[src/rtl/dch_dcb_ssd_if.sv]
// ----------------------------------------------------------------------------
// dch_dcb_ssd_if
// Purpose : bundles the switch, LED and seven-segment signals of the
//           dch_dcb_ssd down-counter display block.
// Signals : hex_en / bcd_en / sel         switch side, driven by the board
//           rst_led / hex_en_led /
//           bcd_en_led / sel_led          LED mirrors of the switches
//           zero_led                      registered "selected counter == 0"
//           cc[6:0]                       cathodes, active low, bit0=a..bit6=g
//           an_on / an_off[6:0]           anode drives (one digit on)
// Modports: master = board/stimulus side, slave = display block.
// ----------------------------------------------------------------------------
interface dch_dcb_ssd_if;
   logic       dch_dcb_ssd_hex_en;
   logic       dch_dcb_ssd_bcd_en;
   logic       dch_dcb_ssd_sel;
   logic       dch_dcb_ssd_rst_led;
   logic       dch_dcb_ssd_hex_en_led;
   logic       dch_dcb_ssd_bcd_en_led;
   logic       dch_dcb_ssd_sel_led;
   logic       dch_dcb_ssd_zero_led;
   logic [6:0] dch_dcb_ssd_cc;
   logic       dch_dcb_ssd_an_on;
   logic [6:0] dch_dcb_ssd_an_off;

   modport master (
      output dch_dcb_ssd_hex_en, dch_dcb_ssd_bcd_en, dch_dcb_ssd_sel,
      input  dch_dcb_ssd_rst_led, dch_dcb_ssd_hex_en_led, dch_dcb_ssd_bcd_en_led,
             dch_dcb_ssd_sel_led, dch_dcb_ssd_zero_led, dch_dcb_ssd_cc,
             dch_dcb_ssd_an_on, dch_dcb_ssd_an_off
   );

   modport slave (
      input  dch_dcb_ssd_hex_en, dch_dcb_ssd_bcd_en, dch_dcb_ssd_sel,
      output dch_dcb_ssd_rst_led, dch_dcb_ssd_hex_en_led, dch_dcb_ssd_bcd_en_led,
             dch_dcb_ssd_sel_led, dch_dcb_ssd_zero_led, dch_dcb_ssd_cc,
             dch_dcb_ssd_an_on, dch_dcb_ssd_an_off
   );
endinterface

[src/rtl/dch_dcb_ssd.sv]
// ----------------------------------------------------------------------------
// dch_dcb_ssd
// Purpose : hex (F..0) and BCD (9..0) down counters stepped by a shared clock
//           divider; one of them is selected and shown on a single seven-segment
//           digit through a registered encoder. Switches are mirrored to LEDs.
// Ports   : dch_dcb_ssd_clk  system clock, rising edge
//           dch_dcb_ssd_rst  synchronous, active-high reset
//           bus              dch_dcb_ssd_if.slave (switches, LEDs, cathodes, anodes)
// Params  : clk_counter_value  divider terminal count; counters step once per
//                              (clk_counter_value+1) clocks
// Config  : DCH_DCB_SSD_ZERO_HOLD_EN  when defined, a counter that reaches 0
//           stays at 0 until reset instead of wrapping.
// ----------------------------------------------------------------------------
module dch_dcb_ssd #(
   parameter int clk_counter_value = 0
) (
   input  logic          dch_dcb_ssd_clk,
   input  logic          dch_dcb_ssd_rst,
   dch_dcb_ssd_if.slave  bus
);

   localparam int DIV_W = (clk_counter_value > 0) ? $clog2(clk_counter_value + 1) : 1;
   localparam logic [DIV_W-1:0] DIV_TC = DIV_W'(clk_counter_value);

   logic [DIV_W-1:0] div_cnt;
   logic             tick;
   logic [3:0]       hex_cnt;
   logic [3:0]       bcd_cnt;
   logic [3:0]       hex_nxt;
   logic [3:0]       bcd_nxt;
   logic [3:0]       sel_cnt;
   logic [6:0]       cc_q;
   logic             zero_q;

   // Active-low cathode pattern, bit0=a .. bit6=g.
   function automatic logic [6:0] seg(input logic [3:0] v);
      case (v)
         4'h0: seg = 7'b1000000;
         4'h1: seg = 7'b1111001;
         4'h2: seg = 7'b0100100;
         4'h3: seg = 7'b0110000;
         4'h4: seg = 7'b0011001;
         4'h5: seg = 7'b0010010;
         4'h6: seg = 7'b0000010;
         4'h7: seg = 7'b1111000;
         4'h8: seg = 7'b0000000;
         4'h9: seg = 7'b0010000;
         4'hA: seg = 7'b0001000;
         4'hB: seg = 7'b0000011;
         4'hC: seg = 7'b1000110;
         4'hD: seg = 7'b0100001;
         4'hE: seg = 7'b0000110;
         default: seg = 7'b0001110;
      endcase
   endfunction

   // Divider free-runs independent of the enables.
   assign tick = (div_cnt == DIV_TC);

   always_ff @(posedge dch_dcb_ssd_clk) begin
      if (dch_dcb_ssd_rst) div_cnt <= '0;
      else if (tick)       div_cnt <= '0;
      else                 div_cnt <= div_cnt + DIV_W'(1);
   end

   // Next-step values for each counter (applied only on tick & enable).
   always_comb begin
      hex_nxt = hex_cnt - 4'd1;
      if (bcd_cnt == 4'd0 || bcd_cnt > 4'd9) bcd_nxt = 4'd9;  // illegal A..F recovers to 9
      else                                   bcd_nxt = bcd_cnt - 4'd1;
`ifdef DCH_DCB_SSD_ZERO_HOLD_EN
      if (hex_cnt == 4'd0) hex_nxt = 4'd0;
      if (bcd_cnt == 4'd0) bcd_nxt = 4'd0;
`endif
   end

   always_ff @(posedge dch_dcb_ssd_clk) begin
      if (dch_dcb_ssd_rst) begin
         hex_cnt <= 4'hF;
         bcd_cnt <= 4'h9;
      end else begin
         if (tick && bus.dch_dcb_ssd_hex_en) hex_cnt <= hex_nxt;
         if (tick && bus.dch_dcb_ssd_bcd_en) bcd_cnt <= bcd_nxt;
      end
   end

   // Registered display: shows the counter value one clock after it changes.
   assign sel_cnt = bus.dch_dcb_ssd_sel ? bcd_cnt : hex_cnt;

   always_ff @(posedge dch_dcb_ssd_clk) begin
      if (dch_dcb_ssd_rst) begin
         cc_q   <= 7'b1111111;
         zero_q <= 1'b0;
      end else begin
         cc_q   <= seg(sel_cnt);
         zero_q <= (sel_cnt == 4'd0);
      end
   end

   assign bus.dch_dcb_ssd_cc         = cc_q;
   assign bus.dch_dcb_ssd_zero_led   = zero_q;
   assign bus.dch_dcb_ssd_rst_led    = dch_dcb_ssd_rst;
   assign bus.dch_dcb_ssd_hex_en_led = bus.dch_dcb_ssd_hex_en;
   assign bus.dch_dcb_ssd_bcd_en_led = bus.dch_dcb_ssd_bcd_en;
   assign bus.dch_dcb_ssd_sel_led    = bus.dch_dcb_ssd_sel;
   assign bus.dch_dcb_ssd_an_on      = 1'b0;
   assign bus.dch_dcb_ssd_an_off     = 7'b1111111;

endmodule

[src/flat_wrapper.sv]
// flat-port wrapper written by rule: the top's interface ports become plain ports
module dch_dcb_ssd_flat 
#(
   parameter int clk_counter_value = 0
)
  (dch_dcb_ssd_clk, dch_dcb_ssd_rst, bus_dch_dcb_ssd_hex_en, bus_dch_dcb_ssd_bcd_en, bus_dch_dcb_ssd_sel, bus_dch_dcb_ssd_rst_led, bus_dch_dcb_ssd_hex_en_led, bus_dch_dcb_ssd_bcd_en_led, bus_dch_dcb_ssd_sel_led, bus_dch_dcb_ssd_zero_led, bus_dch_dcb_ssd_cc, bus_dch_dcb_ssd_an_on, bus_dch_dcb_ssd_an_off);
  dch_dcb_ssd_if bus_i ();
  input  logic dch_dcb_ssd_clk;
  input  logic dch_dcb_ssd_rst;
  input wire logic [$bits(bus_i.dch_dcb_ssd_hex_en)-1:0] bus_dch_dcb_ssd_hex_en;
  input wire logic [$bits(bus_i.dch_dcb_ssd_bcd_en)-1:0] bus_dch_dcb_ssd_bcd_en;
  input wire logic [$bits(bus_i.dch_dcb_ssd_sel)-1:0] bus_dch_dcb_ssd_sel;
  output wire logic [$bits(bus_i.dch_dcb_ssd_rst_led)-1:0] bus_dch_dcb_ssd_rst_led;
  output wire logic [$bits(bus_i.dch_dcb_ssd_hex_en_led)-1:0] bus_dch_dcb_ssd_hex_en_led;
  output wire logic [$bits(bus_i.dch_dcb_ssd_bcd_en_led)-1:0] bus_dch_dcb_ssd_bcd_en_led;
  output wire logic [$bits(bus_i.dch_dcb_ssd_sel_led)-1:0] bus_dch_dcb_ssd_sel_led;
  output wire logic [$bits(bus_i.dch_dcb_ssd_zero_led)-1:0] bus_dch_dcb_ssd_zero_led;
  output wire logic [$bits(bus_i.dch_dcb_ssd_cc)-1:0] bus_dch_dcb_ssd_cc;
  output wire logic [$bits(bus_i.dch_dcb_ssd_an_on)-1:0] bus_dch_dcb_ssd_an_on;
  output wire logic [$bits(bus_i.dch_dcb_ssd_an_off)-1:0] bus_dch_dcb_ssd_an_off;
  assign bus_i.dch_dcb_ssd_hex_en = bus_dch_dcb_ssd_hex_en;
  assign bus_i.dch_dcb_ssd_bcd_en = bus_dch_dcb_ssd_bcd_en;
  assign bus_i.dch_dcb_ssd_sel = bus_dch_dcb_ssd_sel;
  assign bus_dch_dcb_ssd_rst_led = bus_i.dch_dcb_ssd_rst_led;
  assign bus_dch_dcb_ssd_hex_en_led = bus_i.dch_dcb_ssd_hex_en_led;
  assign bus_dch_dcb_ssd_bcd_en_led = bus_i.dch_dcb_ssd_bcd_en_led;
  assign bus_dch_dcb_ssd_sel_led = bus_i.dch_dcb_ssd_sel_led;
  assign bus_dch_dcb_ssd_zero_led = bus_i.dch_dcb_ssd_zero_led;
  assign bus_dch_dcb_ssd_cc = bus_i.dch_dcb_ssd_cc;
  assign bus_dch_dcb_ssd_an_on = bus_i.dch_dcb_ssd_an_on;
  assign bus_dch_dcb_ssd_an_off = bus_i.dch_dcb_ssd_an_off;
  dch_dcb_ssd #(.clk_counter_value(clk_counter_value)) u_core (.dch_dcb_ssd_clk(dch_dcb_ssd_clk), .dch_dcb_ssd_rst(dch_dcb_ssd_rst), .bus(bus_i));
endmodule
[config.mk]
export PLATFORM = sky130hd
export DESIGN_NAME = dch_dcb_ssd_flat
export DESIGN_NICKNAME = d
export VERILOG_FILES = /design/src/rtl/dch_dcb_ssd_if.sv /design/src/rtl/dch_dcb_ssd.sv /design/src/flat_wrapper.sv
export SDC_FILE = /design/constraint.sdc
export NUM_CORES = 1
export LEC_CHECK = 0
export ABC_AREA = 1
export CAP_MARGIN = 10
export CORE_MARGIN = 2
export CORE_UTILIZATION = 35
export CTS_BUF_LIST = sky130_fd_sc_hd__clkbuf_8
export DETAILED_ROUTE_END_ITERATION = 12
export PLACE_DENSITY = 0.58
export SKIP_LAST_GASP = 1
export SLEW_MARGIN = 10
export SYNTH_ARGS = -nofsm -noshare
export SYNTH_HDL_FRONTEND = slang
export SYNTH_SLANG_ARGS = --single-unit
[constraint.sdc]
create_clock -name dch_dcb_ssd_clk -period 1.2 [get_ports dch_dcb_ssd_clk]
set_input_delay 0.24 -clock dch_dcb_ssd_clk [delete_from_list [all_inputs] [get_ports dch_dcb_ssd_clk]]
set_output_delay 0.24 -clock dch_dcb_ssd_clk [all_outputs]
set_load 0.005 [all_outputs]
==> qor.txt, run 1 <==
Sw Ratio -> 0.322
Synth-to-Final Area Change -> 46.1%
sequential share of power -> 0.400
final hold vios -> 0
P_int -> 0.00105 W
Crit. End Element -> flop
n_diodes -> 0
CTS Sinks -> 17
min-delay worst type -> in -> reg
Root Driver -> clkbuf_8
first-pass GRT wire length -> 4120 µm
GR peak layer -> met2
area leader, netlist -> dfxtp_1
Synth Area per Inst -> 7.20 µm²
CP Launch Type -> flop
H-tree depth -> 1
antenna violation net count after detailed routing -> 0
Main synth FF type -> dfxtp_1
number of global-route vias before repair -> 968
Switch Pwr -> 0.000499 W
GRT overflow -> 0
Crit path required time -> 1.36 ns
Crit path buffers/inverters -> 1
maximum clock path buffer count -> 2
Critical Path Source -> u_core.hex_cnt[0]$_SDFFE_PP1P_
f_max -> 0.834 GHz
Post-layout nets -> 211
Tcrit/Tclk final -> 0.999
top cells by area, synth -> dfxtp_1, nand2_1, ha_1
drt total wl -> 2690 µm
Synth Register Bits -> 17
Layout Skew -> 0.00161 ns
combinational share of power -> 0.307
Worst Path Max Fanout -> 4
routed vias -> 1,078
Mapped Cells -> 160
grt met3 use -> 0.0336
# hold bufs at CTS -> 0
Buffers on Ports -> 16
mapped cell area -> 1150 µm²
dpl hpwl -> 1820 µm
CTS tree -> done
max-cap violations -> 0
met2 Resource Use GR -> 0.242
1st-iter DRT viols -> 30
Slowest cell on crit path -> dfxtp_4
cells along the critical path -> o21ai_4 -> buf_4 -> ha_1 -> nand2_1 -> nand3_1 -> nand2_1
setup ws final -> 0.00135 ns
Tmin final -> 1.20 ns
via/cell ratio -> 4.51
row cnt -> 20
Hold Crit Depth -> 4
CTS Buf Count -> 3
setup_tns -> 0 ns
total track usage -> 0.150
total stage count of the critical path -> 6
CP Class -> reg -> reg
Crit Reg-Reg Endpoint -> u_core.bus.dch_dcb_ssd_cc[4]$_SDFF_PP1_
Setup crit end -> u_core.bus.dch_dcb_ssd_cc[4]$_SDFF_PP1_
chip width -> 61.4 µm
status -> completed
clk_lat worst skew -> 0.26 ns
DRC violations left -> 0
Post-synth top cells -> nand2_1, nand3_1, dfxtp_1, inv_1, buf_4
met1 global-route usage -> 0.191
reg2reg path depth -> 6
sequential area share after synthesis -> 0.295
final hold slack -> 0.397 ns
fin cells -> 239
clock share of power -> 0.293
unrepaired setup endpoints after global routing -> true
layout cells sized above 1 -> 0.374
critical path arrival -> 1.36 ns
Max Slew Vio Count -> 0
Die Y -> 61.4 µm
FF-to-FF setup slack -> 0.001 ns
drt pass-1 iters -> 4
routed wire length per instance -> 11.3 µm
ys async rst share -> 0
initial antenna violation count -> 0
top cell type's share of synthesized area -> 0.295
worst vdd ir -> 0.571 mV
pre-CTS setup slack -> -0.563 ns
placed insts -> 232
worst r2r src -> u_core.hex_cnt[0]$_SDFFE_PP1P_
Final setup viols -> 0
most instantiated library cell after synthesis -> nand2_1
Yosys warnings -> 0
Clock transition at path regs -> 0.07 ns
# IOs -> 25
initial core utilization -> 0.371
Core Region -> 3100 µm²
DIE AREA -> 3770 µm²
library cells used by synthesis -> 21
Crit path top cell by count -> nand2_1
Pwr Density -> 921 nW/µm²
number of synthesized flops with an enable pin -> 0
Lkg Pwr -> 0.812 nW
Pwr Total -> 0.00155 W
CP max stage delay -> 0.37 ns
CP delay by family, top -> flip-flops
largest net degree at the start of global routing -> 12
GPL Wtd Cong -> 0.874
## worst min path at each step
stage	endpoint	from	slack, ns
after CTS	u_core.hex_cnt[1]$_SDFFE_PP1P_	u_core.hex_cnt[1]$_SDFFE_PP1P_	0.48
after floorplan	u_core.bus.dch_dcb_ssd_cc[1]$_SDFF_PP1_	dch_dcb_ssd_rst	0.33
after detailed placement	u_core.hex_cnt[1]$_SDFFE_PP1P_	u_core.hex_cnt[1]$_SDFFE_PP1P_	0.46
after global placement	u_core.hex_cnt[1]$_SDFFE_PP1P_	u_core.hex_cnt[1]$_SDFFE_PP1P_	0.46
after global routing	u_core.bcd_cnt[0]$_SDFFE_PP1P_	bus_dch_dcb_ssd_bcd_en	0.41
final	u_core.bcd_cnt[0]$_SDFFE_PP1P_	bus_dch_dcb_ssd_bcd_en	0.40
## per-layer routing
metal / vias up / wire [µm]
met2: 24 / 1350
met3: 7 / 106
met5: - / 0
li1: 558 / -
met4: 0 / 75
met1: 489 / 1160
## stage by stage
stage / area (µm²) / util
after floorplan: 1200 / -
after global placement: 1440 / 0.463
after detailed placement: 1440 / 0.463
after CTS: 1570 / 0.506
after global routing: 1680 / 0.543
final: 1680 / 0.543
## power by group through the flow
stage          Clock, W  Combinational, W  Sequential [W]
6_report       0.000454          0.000477        0.000621
5_1_grt        0.000485          0.000525        0.000626
4_1_cts        0.000455          0.000406        0.000617
3_5_place_dp          0          0.000379        0.000630
3_3_place_gp          0          0.000377        0.000630
2_1_floorplan         0          0.000237        0.000634
## logic make-up (layout without fill, tap and decap cells)
kind of cell               count (synthesis)  after routing  share of synthesized area
and+or+nand+nor                           87             87                      0.371
AOI/OAI and AO/OA                         12             12                     0.0575
buffers and inverters                     32             60                      0.161
DFF                                       17             17                      0.295
adders and majority gates                 10             10                      0.109
other                                      2              9                    0.00652
## worst min-delay path, cell delays in order
cell	delay [ns]
dlymetal6s2s_1	0.14
nand2_1	0.09
nand2_1	0.06
nand4_1	0.09
## layout make-up
class	count	area, µm²
flip-flops and latches	17	348
well taps	44	55.1
inverters	18	88.8
repair buffers	38	327
clock buffers	3	41.3
fillers	302	1420
multi-input cells	118	820
clock inverters	1	5.00
## what timing repair did
item,CTS,global route
pin swaps,4,23
endpoints found under the setup margin,23,17
buffers inserted,1,2
resized for setup,36,31
## state kept, by name, summed over array words and instances, names as in the netlist
| register | count |
|---|---|
| u_core.hex_cnt | 4 |
| u_core.bus.dch_dcb_ssd_cc | 7 |
| u_core.div_cnt | 1 |
| u_core.bus.dch_dcb_ssd_zero_led | 1 |
| u_core.bcd_cnt | 4 |
## layout by cell type (no fill, tap or decap), types with 4 or more instances in the layout
| master | netlist | final |
|---|---|---|
| dfxtp_1 | 17 | 13 |
| inv_2 | 0 | 5 |
| o21ai_0 | 6 | 4 |
| conb_1 | 2 | 9 |
| nand3_1 | 20 | 17 |
| inv_1 | 17 | 9 |
| buf_4 | 12 | 19 |
| nor2_1 | 9 | 7 |
| dlygate4sd2_1 | 0 | 10 |
| nand2_2 | 2 | 4 |
| nand2_1 | 43 | 36 |
| nand2_4 | 6 | 10 |
| ha_4 | 0 | 5 |
Power figures use the tool's default switching activity.
==> inputs of run 2 (changes only) <==
Settings changed: CTS_BUF_LIST sky130_fd_sc_hd__clkbuf_8 to sky130_fd_sc_hd__clkbuf_4 sky130_fd_sc_hd__clkbuf_8, PLACE_DENSITY 0.58 to 0.56.
Clock period 1.2 ns to 1.19 ns, I/O delays scaled along.
==> run 2 against run 1 <==
  * The run now ends with negative setup slack left
  * Total power shrank 8.5%
  * Final cell count grew 0.84%
  * Sequential power grew 1%
  * Non-clock buffer count grew 2
  * Routed wire length shrank 7.2%
  * Sequential cell count is the same
  * Final area shrank 0.30%
==> qor.txt, run 2 (synthesis gave the netlist of run 1 again) <==
fin area -> 1680 µm²
CP delay by family, top -> flip-flops
drt pass-1 iters -> 4
Post-layout nets -> 213
routed wire length per instance -> 10.4 µm
GRT overflow -> 0
commonest non-fill, non-tap cell in the layout -> nand2_1
Core Region -> 3100 µm²
dpl hpwl -> 1860 µm
status -> complete, but fails checks
Synth-to-Final Area Change -> 45.7%
P_int -> 0.000957 W
max FFs per register -> 7
combinational share of power -> 0.333
layout cells sized above 1 -> 0.401
initial core utilization -> 0.371
Die Y -> 61.4 µm
DIE AREA -> 3770 µm²
Crit. End Element -> flop
routed vias -> 1,072
Final setup viols -> 1
Clock transition at path regs -> 0.10 ns
total track usage -> 0.156
via/cell ratio -> 4.45
Buffers on Ports -> 16
critical path arrival -> 1.45 ns
number of global-route vias before repair -> 1,041
Crit path buffers/inverters -> 2
CTS Buf Count -> 3
Max Slew Vio Count -> 0
f_max -> 0.833 GHz
clock share of power -> 0.226
GPL Wtd Cong -> 0.913
cells along the critical path -> inv_4 -> o21ai_4 -> ha_4 -> buf_6 -> nand2_4 -> o21ai_2 -> nand2_1 -> nand2_1
1st-iter DRT viols -> 5
min-delay src -> bus_dch_dcb_ssd_bcd_en
n_diodes -> 0
drt total wl -> 2500 µm
setup ws final -> -0.00999 ns
violated checks -> negative setup slack
CTS tree -> done
Switch Pwr -> 0.000464 W
H-tree depth -> 1
largest net degree at the start of global routing -> 12
Worst Path Max Fanout -> 3
Tmin final -> 1.20 ns
Pwr Total -> 0.00142 W
Lkg Pwr -> 0.815 nW
unrepaired setup endpoints after global routing -> true
first-pass GRT wire length -> 4420 µm
worst r2r src -> u_core.hex_cnt[0]$_SDFFE_PP1P_
min-delay worst type -> in -> reg
Root Driver -> clkbuf_4
Pwr Density -> 846 nW/µm²
clk_lat worst skew -> 0.30 ns
chip width -> 61.4 µm
antenna violation net count after detailed routing -> 0
Slowest cell on crit path -> dfxtp_4
Placement Cell Area -> 1460 µm²
maximum clock path buffer count -> 2
commonest cells after routing, fill and taps aside -> nand2_1, buf_4, nand3_1
setup_tns -> -0.00999 ns
worst vdd ir -> 0.553 mV
Crit path required time -> 1.44 ns
CP Launch Type -> flop
max-cap violations -> 0
CP max stage delay -> 0.40 ns
CTS Sinks -> 17
Crit path top cell by count -> nand2_1
final hold vios -> 0
Tcrit/Tclk final -> 1.01
# IOs -> 25
Critical Path Source -> u_core.hex_cnt[0]$_SDFFE_PP1P_
Sw Ratio -> 0.327
CP Class -> reg -> reg
DRC violations left -> 0
Layout Skew -> 0.00175 ns
initial antenna violation count -> 0
sequential share of power -> 0.442
row cnt -> 20
## run 2: worst reg2reg max path: stages (launching register included)
cell,delay [ns]
dfxtp_4,0.40
inv_4,0.05
o21ai_4,0.20
ha_4,0.20
buf_6,0.10
nand2_4,0.04
o21ai_2,0.05
nand2_1,0.06
nand2_1,0.05
## run 2: cell type report
class                           instances  area [µm²]
Tap cell                               44        55.1
Fill cell                             310        1420
Multi-Input combinational cell        118         820
Clock buffer                            3        22.5
Clock inverter                          1        5.00
Timing Repair Buffer                   40         342
Inverter                               18        87.6
Sequential cell                        17         348
## run 2: through the flow
| stage | worst slack (ns) | hold slack [ns] | std cells | utilization |
|---|---|---|---|---|
| 2_1_floorplan | -0.00677 | 0.330 | 167 | - |
| 3_3_place_gp | -0.562 | 0.460 | 235 | 0.471 |
| 3_5_place_dp | -0.563 | 0.495 | 235 | 0.471 |
| 4_1_cts | 0.000460 | 0.521 | 239 | 0.510 |
| 5_1_grt | -0.0638 | 0.358 | 241 | 0.541 |
| 6_report | -0.00999 | 0.332 | 241 | 0.541 |
## run 2: what timing repair did
item / CTS / global route
setup buffers: 0 / 2
setup endpoints to repair: 22 / 15
hold endpoints to repair: 0 / 0
pin swaps: 7 / 17
hold buffers: 0 / 0
gates resized for setup: 40 / 29
gates cloned: 0 / 0
## run 2: path summary, 6_finish.rpt
check	end	slack, ns	cells after the start
worst max-delay path	u_core.bus.dch_dcb_ssd_cc[5]$_SDFF_PP1_	-0.01	8
worst min-delay path	u_core.bcd_cnt[0]$_SDFFE_PP1P_	0.33	4
worst max register to register	u_core.bus.dch_dcb_ssd_cc[5]$_SDFF_PP1_	-0.01	8
worst min register to register	u_core.hex_cnt[1]$_SDFFE_PP1P_	0.50	2
## run 2: metal layers
layer / vias to the layer above / GRT usage / part of all wire / wire length, µm
li1: 562 / - / - / -
met5: - / 0 / 0 / 0
met1: 484 / 0.196 / 0.44 / 1100
met3: 5 / 0.0462 / 0.046 / 115
met4: 0 / 0.0426 / 0.0092 / 23
met2: 21 / 0.261 / 0.50 / 1260
## run 2: power by group through the flow
stage / registers (W) / logic (W) / clock network [W]
floorplan: 0.000641 / 0.000240 / 0
global placement: 0.000636 / 0.000387 / 0
detailed placement: 0.000636 / 0.000389 / 0
CTS: 0.000625 / 0.000420 / 0.000336
global route: 0.000632 / 0.000531 / 0.000362
finish: 0.000627 / 0.000472 / 0.000321
==> inputs of run 3 (changes only) <==
Settings changed: SKIP_LAST_GASP 1 to unset.
==> results of run 3 <==
No change in the layout: final DEF, timing and power equal those of run 2.
